--- src/rtl/vga_timing_if.sv ---
// Raster timing bundle driven by vga_timing_generator and consumed by the display controller.
interface vga_timing_if #(
    parameter int ADDR_W = 19
);
    logic              oHS;
    logic              oVS;
    logic              oBLANK_n;
    logic [9:0]        oX;
    logic [9:0]        oY;
    logic [ADDR_W-1:0] oADDR;
    logic              oLINE_START;
    logic              oFRAME_START;

    modport master (
        output oHS, oVS, oBLANK_n, oX, oY, oADDR, oLINE_START, oFRAME_START
    );
    modport slave (
        input  oHS, oVS, oBLANK_n, oX, oY, oADDR, oLINE_START, oFRAME_START
    );
endinterface

--- src/rtl/vga_timing_generator.sv ---
// Free-running VGA raster generator: sync/blank strobes, pixel coordinates and
// linear frame-buffer address, all registered from one counter state.
module vga_timing_generator #(
    parameter int H_ACTIVE = 640,
    parameter int H_FP     = 16,
    parameter int H_SYNC   = 96,
    parameter int H_BP     = 48,
    parameter int V_ACTIVE = 480,
    parameter int V_FP     = 10,
    parameter int V_SYNC   = 2,
    parameter int V_BP     = 33,
    parameter int SYNC_POL = 0,
    parameter int ADDR_W   = 19
) (
    input  logic         iVGA_CLK,
    input  logic         iRST_n,
    vga_timing_if.master vga
);
    localparam int H_TOTAL = H_ACTIVE + H_FP + H_SYNC + H_BP;
    localparam int V_TOTAL = V_ACTIVE + V_FP + V_SYNC + V_BP;

    localparam logic [9:0] H_LAST   = 10'(H_TOTAL - 1);
    localparam logic [9:0] V_LAST   = 10'(V_TOTAL - 1);
    localparam logic [9:0] H_ACT    = 10'(H_ACTIVE);
    localparam logic [9:0] V_ACT    = 10'(V_ACTIVE);
    localparam logic [9:0] HS_START = 10'(H_ACTIVE + H_FP);
    localparam logic [9:0] HS_END   = 10'(H_ACTIVE + H_FP + H_SYNC);
    localparam logic [9:0] VS_START = 10'(V_ACTIVE + V_FP);
    localparam logic [9:0] VS_END   = 10'(V_ACTIVE + V_FP + V_SYNC);
    localparam logic       SYNC_ACT = (SYNC_POL != 0);

    localparam longint PIX_COUNT = longint'(H_ACTIVE) * longint'(V_ACTIVE);
    localparam longint ADDR_SPAN = longint'(1) << ADDR_W;

    if (PIX_COUNT > ADDR_SPAN) begin : g_addr_w_check
        $error("vga_timing_generator: ADDR_W too narrow for H_ACTIVE*V_ACTIVE");
    end
    if (H_TOTAL > 1024 || V_TOTAL > 1024) begin : g_cnt_w_check
        $error("vga_timing_generator: raster totals exceed 10-bit coordinates");
    end

    logic [9:0]        h_cnt;
    logic [9:0]        v_cnt;
    logic [ADDR_W-1:0] addr_cnt;

    logic h_wrap, v_wrap, active, origin, in_hs, in_vs;

    assign h_wrap = (h_cnt == H_LAST);
    assign v_wrap = (v_cnt == V_LAST);
    assign active = (h_cnt < H_ACT) && (v_cnt < V_ACT);
    assign origin = (h_cnt == 10'd0) && (v_cnt == 10'd0);
    assign in_hs  = (h_cnt >= HS_START) && (h_cnt < HS_END);
    assign in_vs  = (v_cnt >= VS_START) && (v_cnt < VS_END);

    always_ff @(posedge iVGA_CLK or negedge iRST_n) begin
        if (!iRST_n) begin
            h_cnt            <= '0;
            v_cnt            <= '0;
            addr_cnt         <= '0;
            vga.oHS          <= ~SYNC_ACT;
            vga.oVS          <= ~SYNC_ACT;
            vga.oBLANK_n     <= 1'b0;
            vga.oX           <= '0;
            vga.oY           <= '0;
            vga.oADDR        <= '0;
            vga.oLINE_START  <= 1'b0;
            vga.oFRAME_START <= 1'b0;
        end else begin
            h_cnt <= h_wrap ? 10'd0 : h_cnt + 10'd1;
            if (h_wrap) begin
                v_cnt <= v_wrap ? 10'd0 : v_cnt + 10'd1;
            end

            vga.oHS          <= in_hs ? SYNC_ACT : ~SYNC_ACT;
            vga.oVS          <= in_vs ? SYNC_ACT : ~SYNC_ACT;
            vga.oBLANK_n     <= active;
            vga.oX           <= h_cnt;
            vga.oY           <= v_cnt;
            vga.oLINE_START  <= (h_cnt == 10'd0);
            vga.oFRAME_START <= origin;

            // addr_cnt always points at the next active pixel; oADDR freezes in blanking
            if (origin) begin
                vga.oADDR <= '0;
                addr_cnt  <= ADDR_W'(1);
            end else if (active) begin
                vga.oADDR <= addr_cnt;
                addr_cnt  <= addr_cnt + ADDR_W'(1);
            end
        end
    end
endmodule
--- src/flat_wrapper.sv ---
// flat-port wrapper written by rule: the top's interface ports become plain ports
module vga_timing_generator_flat 
#(
    parameter int H_ACTIVE = 640,
    parameter int H_FP     = 16,
    parameter int H_SYNC   = 96,
    parameter int H_BP     = 48,
    parameter int V_ACTIVE = 480,
    parameter int V_FP     = 10,
    parameter int V_SYNC   = 2,
    parameter int V_BP     = 33,
    parameter int SYNC_POL = 0,
    parameter int ADDR_W   = 19
)
  (iVGA_CLK, iRST_n, vga_oHS, vga_oVS, vga_oBLANK_n, vga_oX, vga_oY, vga_oADDR, vga_oLINE_START, vga_oFRAME_START);
  vga_timing_if #(.ADDR_W(ADDR_W)) vga_i ();
  input  logic iVGA_CLK;
  input  logic iRST_n;
  output wire logic [$bits(vga_i.oHS)-1:0] vga_oHS;
  output wire logic [$bits(vga_i.oVS)-1:0] vga_oVS;
  output wire logic [$bits(vga_i.oBLANK_n)-1:0] vga_oBLANK_n;
  output wire logic [$bits(vga_i.oX)-1:0] vga_oX;
  output wire logic [$bits(vga_i.oY)-1:0] vga_oY;
  output wire logic [$bits(vga_i.oADDR)-1:0] vga_oADDR;
  output wire logic [$bits(vga_i.oLINE_START)-1:0] vga_oLINE_START;
  output wire logic [$bits(vga_i.oFRAME_START)-1:0] vga_oFRAME_START;
  assign vga_oHS = vga_i.oHS;
  assign vga_oVS = vga_i.oVS;
  assign vga_oBLANK_n = vga_i.oBLANK_n;
  assign vga_oX = vga_i.oX;
  assign vga_oY = vga_i.oY;
  assign vga_oADDR = vga_i.oADDR;
  assign vga_oLINE_START = vga_i.oLINE_START;
  assign vga_oFRAME_START = vga_i.oFRAME_START;
  vga_timing_generator #(.H_ACTIVE(H_ACTIVE), .H_FP(H_FP), .H_SYNC(H_SYNC), .H_BP(H_BP), .V_ACTIVE(V_ACTIVE), .V_FP(V_FP), .V_SYNC(V_SYNC), .V_BP(V_BP), .SYNC_POL(SYNC_POL), .ADDR_W(ADDR_W)) u_core (.iVGA_CLK(iVGA_CLK), .iRST_n(iRST_n), .vga(vga_i));
endmodule
--- config.mk ---
export PLATFORM = sky130hd
export DESIGN_NAME = vga_timing_generator_flat
export DESIGN_NICKNAME = d
export VERILOG_FILES = /design/src/rtl/vga_timing_if.sv /design/src/rtl/vga_timing_generator.sv /design/src/flat_wrapper.sv
export SDC_FILE = /design/constraint.sdc
export NUM_CORES = 1
export LEC_CHECK = 0
export CAP_MARGIN = 20
export CORE_UTILIZATION = 50
export CTS_BUF_LIST = sky130_fd_sc_hd__clkbuf_8
export DETAILED_ROUTE_END_ITERATION = 16
export GPL_ROUTABILITY_DRIVEN = 1
export GPL_TIMING_DRIVEN = 0
export PLACE_DENSITY = 0.85
export SLEW_MARGIN = 10
export SYNTH_ARGS = -nofsm -noshare
export SYNTH_HDL_FRONTEND = slang
export SYNTH_SLANG_ARGS = --single-unit
--- constraint.sdc ---
create_clock -name iVGA_CLK -period 4.1 [get_ports iVGA_CLK]
set_input_delay 0.615 -clock iVGA_CLK [delete_from_list [all_inputs] [get_ports iVGA_CLK]]
set_output_delay 0.615 -clock iVGA_CLK [all_outputs]
set_load 0.05 [all_outputs]
==> tab_implementation.tex, run 1 <==
\begin{tabular}{lr}
\hline
Metric & Value \\
\hline
\multicolumn{2}{l}{\textbf{Run status}} \\
Result of the run & completed \\
\multicolumn{2}{l}{\textbf{Logic synthesis}} \\
Mean cell area of the mapped netlist & 10.7 um\^{}2 \\
Share of the synthesized area in the top cell type & 59.2\% \\
Share of synthesized area occupied by flip-flops and latches & 60.8\% \\
Top cells by area, synth & sky130\_fd\_sc\_hd\_\_dfrtp\_1, sky130\_fd\_sc\_hd\_\_nand2\_1, sky130\_fd\_sc\_hd\_\_xnor2\_1 \\
Async S/R FF share, synth & 100\% \\
Number of enable-type register cells in the synthesized netlist & 0 \\
Synth Flop Type & sky130\_fd\_sc\_hd\_\_dfrtp\_1 \\
Count of mapped cells out of synthesis & 320 \\
Post-synthesis instance area & 3420 um\^{}2 \\
Cell variety after synth & 40 \\
Flop and latch count out of synthesis & 83 \\
Cell types with the highest counts after synthesis & sky130\_fd\_sc\_hd\_\_dfrtp\_1, sky130\_fd\_sc\_hd\_\_nand2\_1, sky130\_fd\_sc\_hd\_\_nor2\_1 \\
Synthesized Nets & 327 \\
Leading cell type by number of instances after synthesis & sky130\_fd\_sc\_hd\_\_dfrtp\_1 \\
Yosys warnings & 0 \\
Biggest area consumer among synthesized cells & sky130\_fd\_sc\_hd\_\_dfrtp\_1 \\
\multicolumn{2}{l}{\textbf{STA}} \\
Maximum clock frequency & 437 MHz \\
Unrepaired setup endpoints after global routing & false \\
Layout Skew & 4.54 ps \\
Endpoints failing setup & 0 \\
Period utilisation layout & 55.8\% \\
Final min period & 2290 ps \\
Relative slew slack & 51.0\% \\
Max Slew Vio Count & 0 \\
Worst-margin pin slew & 728 ps \\
Final setup slack of the worst path & 1810 ps \\
Hold violation total from the final report & 0 \\
\multicolumn{2}{l}{\textbf{Clocking}} \\
Resized Gates After CTS & 0 \\
Number of sinks handled by clock tree synthesis & between 80 and 90 \\
Clock root buffer & sky130\_fd\_sc\_hd\_\_clkbuf\_8 \\
Register clock-pin slew on the reported worst setup and hold paths & 80 ps \\
Clock tree from TritonCTS & done \\
TritonCTS Buffers & 9 \\
Count of buffers added by post-CTS timing repair for setup & 0 \\
Maximum clock path buffer count & 2 \\
Insertion delay of the later-clocked pin in the worst-skew pair & 360 ps \\
Quantity of hold-fixing buffers added after cts & 0 \\
H-Tree Depth & 3 \\
\multicolumn{2}{l}{\textbf{Detailed routing}} \\
Vias & around 2,500 \\
First-pass iteration count of the detailed router & 12 \\
Count of unresolved DRC violations after routing & 0 \\
Antenna-violating nets left & 0 \\
Mean number of vias per cell & 5.48 \\
WL final & 6.74 mm \\
Routed WL per cell & 14.7 um \\
Drt initial violations & roughly 180 \\
\multicolumn{2}{l}{\textbf{Die}} \\
Starting density of the core & 52.7\% \\
Number of primary I/O pins & 46 \\
Overall die height & 84.7 um \\
Floorplan Core Area & 6490 um\^{}2 \\
Number of placement rows & 29 \\
Area of the die & between 7000 and 8000 um\^{}2 \\
Die width & 84.7 um \\
\multicolumn{2}{l}{\textbf{Placement}} \\
Count of input and output buffers & 45 \\
Placed Instance Area & 3990 um\^{}2 \\
Final weighted congestion in routability-driven placement & 0.819 \\
Cell count after placement & 443 \\
Hpwl dp & 4.64 mm \\
Pre-CTS setup slack & 1830 ps \\
\multicolumn{2}{l}{\textbf{Layout}} \\
Cell Count, Final, Fillers Out & 459 \\
Area overhead of the layout relative to synthesis & 22.6\% \\
Proportion of layout cells with a drive suffix above 1 & 8.38\% \\
Total non-filler cell area in the finished layout & 4200 um\^{}2 \\
Nets@finish & between 300 and 400 \\
Antenna Cells & 0 \\
\multicolumn{2}{l}{\textbf{Global route}} \\
Grt total ovfl & 0 \\
Global-route wire length before repair & between 10 and 15 mm \\
Number of global-route vias before repair & 2,319 \\
Global-route total usage across every layer & 20.4\% \\
Pin count of the biggest net entering global routing & 60 \\
Number of antenna violations at the first check in global routing & 0 \\
\multicolumn{2}{l}{\textbf{Power and ir drop}} \\
Leakage power figure & 1.88 nW \\
Total design power & 0.00143 W \\
Worst supply voltage drop on vdd & 0.229 mV \\
Cell Pwr Density & 340 nW/um\^{}2 \\
\multicolumn{2}{l}{\textbf{Setup path}} \\
Highest net fanout along the worst path & 7 \\
CP Launch Type & register \\
Data arrival, critical path & 2570 ps \\
Type of the worst setup path & reg2reg \\
WP data required & 4380 ps \\
Critical path endpoint category & register \\
\multicolumn{2}{l}{\textbf{Min path}} \\
Classification of the worst-slack hold path & in2async \\
\multicolumn{2}{l}{\textbf{Run}} \\
Max Cap Viol & 0 \\
\hline
\end{tabular}
[area by class of cell]
cell class	instances	area (um^2)
clock buffer	9	124
inverter	10	37.5
tap	77	96.3
fill	510	2300
buffer	13	68.8
clock inverter	7	77.6
multi-input combinational	214	1240
sequential	83	2080
timing repair buffer	46	475
[routing by layer]
| metal | wire (um) | track usage, % | vias up | part of all wire [%] |
|---|---|---|---|---|
| met5 | 0 | 0 | - | 0 |
| met4 | 149 | 10.8 | 0 | 2.2 |
| met3 | 277 | 3.83 | 17 | 4.1 |
| met2 | 3440 | 34.3 | 67 | 51 |
| met1 | 2880 | 25.1 | 1225 | 43 |
| li1 | - | - | 1207 | - |
[power by group]
group / internal (W) / switching [W] / total, W / leakage (nW)
Combinational: 0.00000336 / 0.0000154 / 0.0000188 / 0.678
Clock: 0.000286 / 0.000304 / 0.000590 / 0.0992
Sequential: 0.000818 / 0 / 0.000818 / 1.10
Total: 0.00111 / 0.000320 / 0.00143 / 1.88
[placed cells by master, fill, tap and decap left out, types with 2 or more instances in the layout]
cell type,netlist,routed
sky130_fd_sc_hd__dfrtp_1,81,81
sky130_fd_sc_hd__nand2_1,51,51
sky130_fd_sc_hd__clkdlybuf4s50_1,0,44
sky130_fd_sc_hd__nor2_1,28,28
sky130_fd_sc_hd__a21oi_1,24,24
sky130_fd_sc_hd__xnor2_1,14,14
sky130_fd_sc_hd__nand3_1,13,13
sky130_fd_sc_hd__xor2_1,13,13
sky130_fd_sc_hd__nand4_1,12,12
sky130_fd_sc_hd__inv_1,9,10
sky130_fd_sc_hd__nor3_1,9,9
sky130_fd_sc_hd__clkbuf_8,0,9
sky130_fd_sc_hd__o21ai_0,7,7
sky130_fd_sc_hd__clkbuf_1,6,6
sky130_fd_sc_hd__and3_1,6,6
sky130_fd_sc_hd__or3_1,5,5
sky130_fd_sc_hd__ha_1,5,5
sky130_fd_sc_hd__buf_2,4,4
sky130_fd_sc_hd__nor4_1,4,4
sky130_fd_sc_hd__or4b_1,2,2
sky130_fd_sc_hd__buf_6,2,2
sky130_fd_sc_hd__o21a_1,2,2
sky130_fd_sc_hd__and4_1,2,2
sky130_fd_sc_hd__o41ai_1,2,2
sky130_fd_sc_hd__clkinvlp_4,0,2
sky130_fd_sc_hd__dfstp_2,2,2
[logic make-up after synthesis]
group                      after synthesis  synth area share, %
AOI/OAI and AO/OA                       40                 6.76
adders and majority gates                5                 1.83
DFF                                     83                 60.8
xor gates and xnor gates                27                 6.91
and+or+nand+nor                        142                 20.6
buffers and inverters                   23                 3.11
[final timing paths]
check / to / startpoint / cells past startpoint / slack [ps]
hold / removal: u_core.vga.oADDR[11]$_DFFE_PN0P_ / iRST_n / 1 / 150
setup / recovery: u_core.v_cnt[8]$_DFFE_PN0N_ / u_core.h_cnt[5]$_DFF_PN0_ / 5 / 1810
setup reg to reg: u_core.v_cnt[8]$_DFFE_PN0N_ / u_core.h_cnt[5]$_DFF_PN0_ / 5 / 1810
min in group iVGA_CLK: u_core.vga.oX[4]$_DFF_PN0_ / u_core.h_cnt[4]$_DFF_PN0_ / 0 / 370
max in group asynchronous: u_core.vga.oHS$_DFF_PN1_ / iRST_n / 2 / 3300
hold reg to reg: u_core.vga.oX[4]$_DFF_PN0_ / u_core.h_cnt[4]$_DFF_PN0_ / 0 / 370
[worst max-delay path, stage by stage, from the launching register on]
cell and delay (ps):
sky130_fd_sc_hd__dfrtp_1 460, sky130_fd_sc_hd__or3_1 480, sky130_fd_sc_hd__or3_1 450, sky130_fd_sc_hd__nor3_1 380, sky130_fd_sc_hd__and3_1 270, sky130_fd_sc_hd__xor2_1 170
[sequential cells by signal, summed over array words and instances (netlist names)]
signal and count:
u_core.vga.oBLANK_n 1, u_core.vga.oY 10, u_core.h_cnt 10, u_core.vga.oX 10
u_core.vga.oLINE_START 1, u_core.vga.oHS 1, u_core.vga.oVS 1, u_core.vga.oFRAME_START 1
u_core.addr_cnt 19, u_core.v_cnt 10, u_core.vga.oADDR 19
[per-stage QoR]
stage / setup TNS [ps] / hold WS [ps] / util, %
2_1_floorplan: 0 / 319 / -
3_3_place_gp: -28460 / 354 / 61.1
3_5_place_dp: 0 / 358 / 61.5
4_1_cts: 0 / 154 / 64.6
5_1_grt: 0 / 164 / 64.6
6_report: 0 / 154 / 64.6
Note: power is estimated with default switching activity, not from simulation.
==> inputs of run 2 (changes only) <==
Settings changed: PLACE_DENSITY 0.85 to 0.88.
Clock period 4.1 ns to 2 ns, I/O delays scaled along.
==> run 2 against run 1 <==
The run now ends with setup timing left. Critical endpoint is now u_core.addr_cnt[11]$_DFFE_PN0P_. Maximum frequency increased by 11%. Critical path depth increased by 3. Core utilization increased by 2.3 points.
==> tab_implementation.tex, run 2 (synthesis results as in run 1) <==
\begin{tabular}{lr}
\hline
Metric & Value \\
\hline
\multicolumn{2}{l}{\textbf{Die}} \\
Die width & 84.7 um (unchanged) \\
Number of primary I/O pins & 46 (unchanged) \\
Floorplan Core Area & 6490 um\^{}2 (unchanged) \\
Number of placement rows & 29 (unchanged) \\
Area of the die & 7180 um\^{}2 (unchanged) \\
Overall die height & 84.7 um (unchanged) \\
Starting density of the core & 52.7\% (unchanged) \\
\multicolumn{2}{l}{\textbf{Setup path}} \\
Critical path endpoint category & register \\
Highest net fanout along the worst path & 6 (-1) \\
CP Launch Type & register \\
Worst reg2reg path endpoint & u\_core.addr\_cnt[11]\$\_DFFE\_PN0P\_ \\
Data arrival, critical path & 2290 ps (-280 ps) \\
Startpoint of the worst register-to-register path & u\_core.h\_cnt[0]\$\_DFF\_PN0\_ \\
Number of buffers and inverters on the critical path & 2 (+2) \\
FF-to-FF path depth & 8 (+3) \\
Critical path's slowest cell & sky130\_fd\_sc\_hd\_\_or4\_4 \\
CP cell instances & inv\_1 > ha\_1 > or4b\_1 > or4\_4 > nor2\_4 > buf\_6 > a2bb2oi\_2 > o41ai\_1 \\
Worst-case register-to-register setup slack & -50 ps (-1870 ps) \\
Delay of the slowest cell on the worst path & 450 ps (-30 ps) \\
Type of the worst setup path & reg2reg \\
WP data required & 2230 ps (-2150 ps) \\
Cell family with most CP delay & simple AND/OR/NAND/NOR gates \\
\multicolumn{2}{l}{\textbf{Placement}} \\
Final weighted congestion in routability-driven placement & 0.863 (+5.3\%) \\
Hpwl dp & 4.61 mm (-0.76\%) \\
Count of input and output buffers & 45 (unchanged) \\
Placed Instance Area & 3990 um\^{}2 (unchanged) \\
\multicolumn{2}{l}{\textbf{Layout}} \\
Register Area & 2080 um\^{}2 (+0.24\%) \\
Most frequent standard cell in the layout excluding fill and tap cells & sky130\_fd\_sc\_hd\_\_dfrtp\_1 \\
Filler cell count in the final layout & 459 (-10\%) \\
Footprint of the multi-input gates & 1300 um\^{}2 (+5.4\%) \\
Largest registers ranked by flip-flop count & u\_core.addr\_cnt (19), u\_core.vga.oADDR (19) \\
Most frequent cells in the layout & sky130\_fd\_sc\_hd\_\_dfrtp\_1, sky130\_fd\_sc\_hd\_\_nand2\_1, sky130\_fd\_sc\_hd\_\_clkdlybuf4s50\_1, sky130\_fd\_sc\_hd\_\_nor2\_1, sky130\_fd\_sc\_hd\_\_a21oi\_1 \\
Nets@finish & 392 (+2.1\%) \\
Proportion of layout cells with a drive suffix above 1 & 13.6\% (+5.2 points) \\
Total non-filler cell area in the finished layout & 4350 um\^{}2 (+3.6\%) \\
Antenna Cells & 0 (unchanged) \\
Area overhead of the layout relative to synthesis & 27.0\% \\
\multicolumn{2}{l}{\textbf{Detailed routing}} \\
Vias & 2,616 (+4.0\%) \\
Mean number of vias per cell & 5.61 (+2.4\%) \\
Count of unresolved DRC violations after routing & 0 (unchanged) \\
WL final & 7.23 mm (+7.3\%) \\
First-pass iteration count of the detailed router & 11 (-1) \\
Antenna-violating nets left & 0 (unchanged) \\
Drt initial violations & 287 (+58\%) \\
Routed WL per cell & 15.5 um (+5.6\%) \\
\multicolumn{2}{l}{\textbf{Min path}} \\
Classification of the worst-slack hold path & in2async \\
\multicolumn{2}{l}{\textbf{Power and ir drop}} \\
Leakage power figure & 1.99 nW (+6.0\%) \\
Total design power & 0.00299 W (+110\%) \\
Cell Pwr Density & 687 nW/um\^{}2 (+100\%) \\
Worst supply voltage drop on vdd & 0.369 mV (+61\%) \\
\multicolumn{2}{l}{\textbf{Global route}} \\
Global-route total usage across every layer & 21.9\% (+1.5 points) \\
Pin count of the biggest net entering global routing & 65 (+8.3\%) \\
Grt total ovfl & 0 (unchanged) \\
Number of antenna violations at the first check in global routing & 0 (unchanged) \\
Number of global-route vias before repair & 2,598 (+12\%) \\
Global-route wire length before repair & 12.2 mm (+9.0\%) \\
\multicolumn{2}{l}{\textbf{Clocking}} \\
TritonCTS Buffers & 9 (unchanged) \\
Clock tree from TritonCTS & done \\
Number of sinks handled by clock tree synthesis & 83 (unchanged) \\
Clock root buffer & sky130\_fd\_sc\_hd\_\_clkbuf\_8 \\
H-Tree Depth & 3 (unchanged) \\
Maximum clock path buffer count & 2 (unchanged) \\
Insertion delay of the later-clocked pin in the worst-skew pair & 360 ps (about the same) \\
Register clock-pin slew on the reported worst setup and hold paths & 80 ps (about the same) \\
\multicolumn{2}{l}{\textbf{STA}} \\
Relative slew slack & 65.3\% (+14 points) \\
Period utilisation layout & 103\% (+47 points) \\
Maximum clock frequency & 487 MHz (+11\%) \\
Final min period & 2050 ps (-233 ps) \\
Max Slew Vio Count & 0 (unchanged) \\
Hold violation total from the final report & 0 (unchanged) \\
Endpoints failing setup & 26 (+26) \\
Layout Skew & 9.41 ps (+4.87 ps) \\
Final setup slack of the worst path & -53.5 ps (-1870 ps) \\
Unrepaired setup endpoints after global routing & true \\
Worst-margin pin slew & 518 ps (-210 ps) \\
\multicolumn{2}{l}{\textbf{Run status}} \\
Result of the run & finished, violations left \\
Failing checks & setup timing \\
\multicolumn{2}{l}{\textbf{Run}} \\
Max Cap Viol & 0 (unchanged) \\
\hline
\end{tabular}
## run 2: changes by cell type in the layout (fill, tap and decap cells not counted), sizes merged
cell	delta
buf	+9
clkbuf	-2
clkinv	+2
clkinvlp	-2
inv	-2
bufinv	+1
dlygate4sd3	+1
## run 2: worst max-delay path by stage
stage / to / slack [ps] / start / cells after the start
after floorplan: u_core.addr_cnt[11]$_DFFE_PN0P_ / -10 / u_core.h_cnt[4]$_DFF_PN0_ / 7
after global placement: u_core.vga.oY[0]$_DFF_PN0_ / -2100 / iRST_n / 1
after detailed placement: u_core.addr_cnt[11]$_DFFE_PN0P_ / -190 / u_core.h_cnt[0]$_DFF_PN0_ / 8
after CTS: u_core.addr_cnt[11]$_DFFE_PN0P_ / -120 / u_core.h_cnt[1]$_DFF_PN0_ / 8
after global routing: u_core.addr_cnt[11]$_DFFE_PN0P_ / -140 / u_core.h_cnt[1]$_DFF_PN0_ / 8
final: u_core.addr_cnt[11]$_DFFE_PN0P_ / -50 / u_core.h_cnt[0]$_DFF_PN0_ / 8
## run 2: cell type report
| type | count | share of cell area [%] |
|---|---|---|
| Sequential cell | 83 | 48.0 |
| Inverter | 10 | 0.864 |
| Clock inverter | 6 | 1.90 |
| Timing Repair Buffer | 57 | 12.9 |
| Buffer | 10 | 1.32 |
| Tap cell | 77 | 2.22 |
| Multi-Input combinational cell | 214 | 30.0 |
| Clock buffer | 9 | 2.85 |
## run 2: per-stage QoR
stage / setup WS (ps) / instances / setup TNS [ps] / util, % / hold slack [ps]
after CTS: -123 / 464 / -2780 / 66.1 / 369
after global routing: -137 / 466 / -3380 / 66.9 / 376
after detailed placement: -188 / 443 / -4930 / 61.5 / 197
final: -53.5 / 466 / -464 / 66.9 / 360
after floorplan: -11.4 / 320 / -11.4 / - / 4.41
after global placement: -2100 / 442 / -175140 / 61.1 / 357
## run 2: metal layers
| metal | vias to the layer above | global-route usage (%) | wire, um |
|---|---|---|---|
| li1 | 1224 | - | - |
| met1 | 1286 | 27.5 | 3030 |
| met2 | 93 | 37.3 | 3730 |
| met3 | 13 | 5.41 | 373 |
| met4 | 0 | 7.55 | 102 |
| met5 | - | 0 | 0 |
## run 2: what timing repair did
| action | 4_1_cts | 5_1_grt |
|---|---|---|
| pin swaps | 4 | 1 |
| hold buffers | 1 | 0 |
| gates resized for setup | 10 | 7 |
| hold endpoints to repair | 19 | 0 |
| setup buffers | 8 | 2 |
| endpoints found under the setup margin | 43 | 41 |
## run 2: power breakdown
part           leakage (nW)  internal, W  total (W)  switching (W)
Combinational         0.783   0.00000817  0.0000403      0.0000321
Sequential             1.10      0.00168    0.00168              0
Clock                 0.110     0.000689    0.00127       0.000580
Total                  1.99      0.00237    0.00299       0.000612
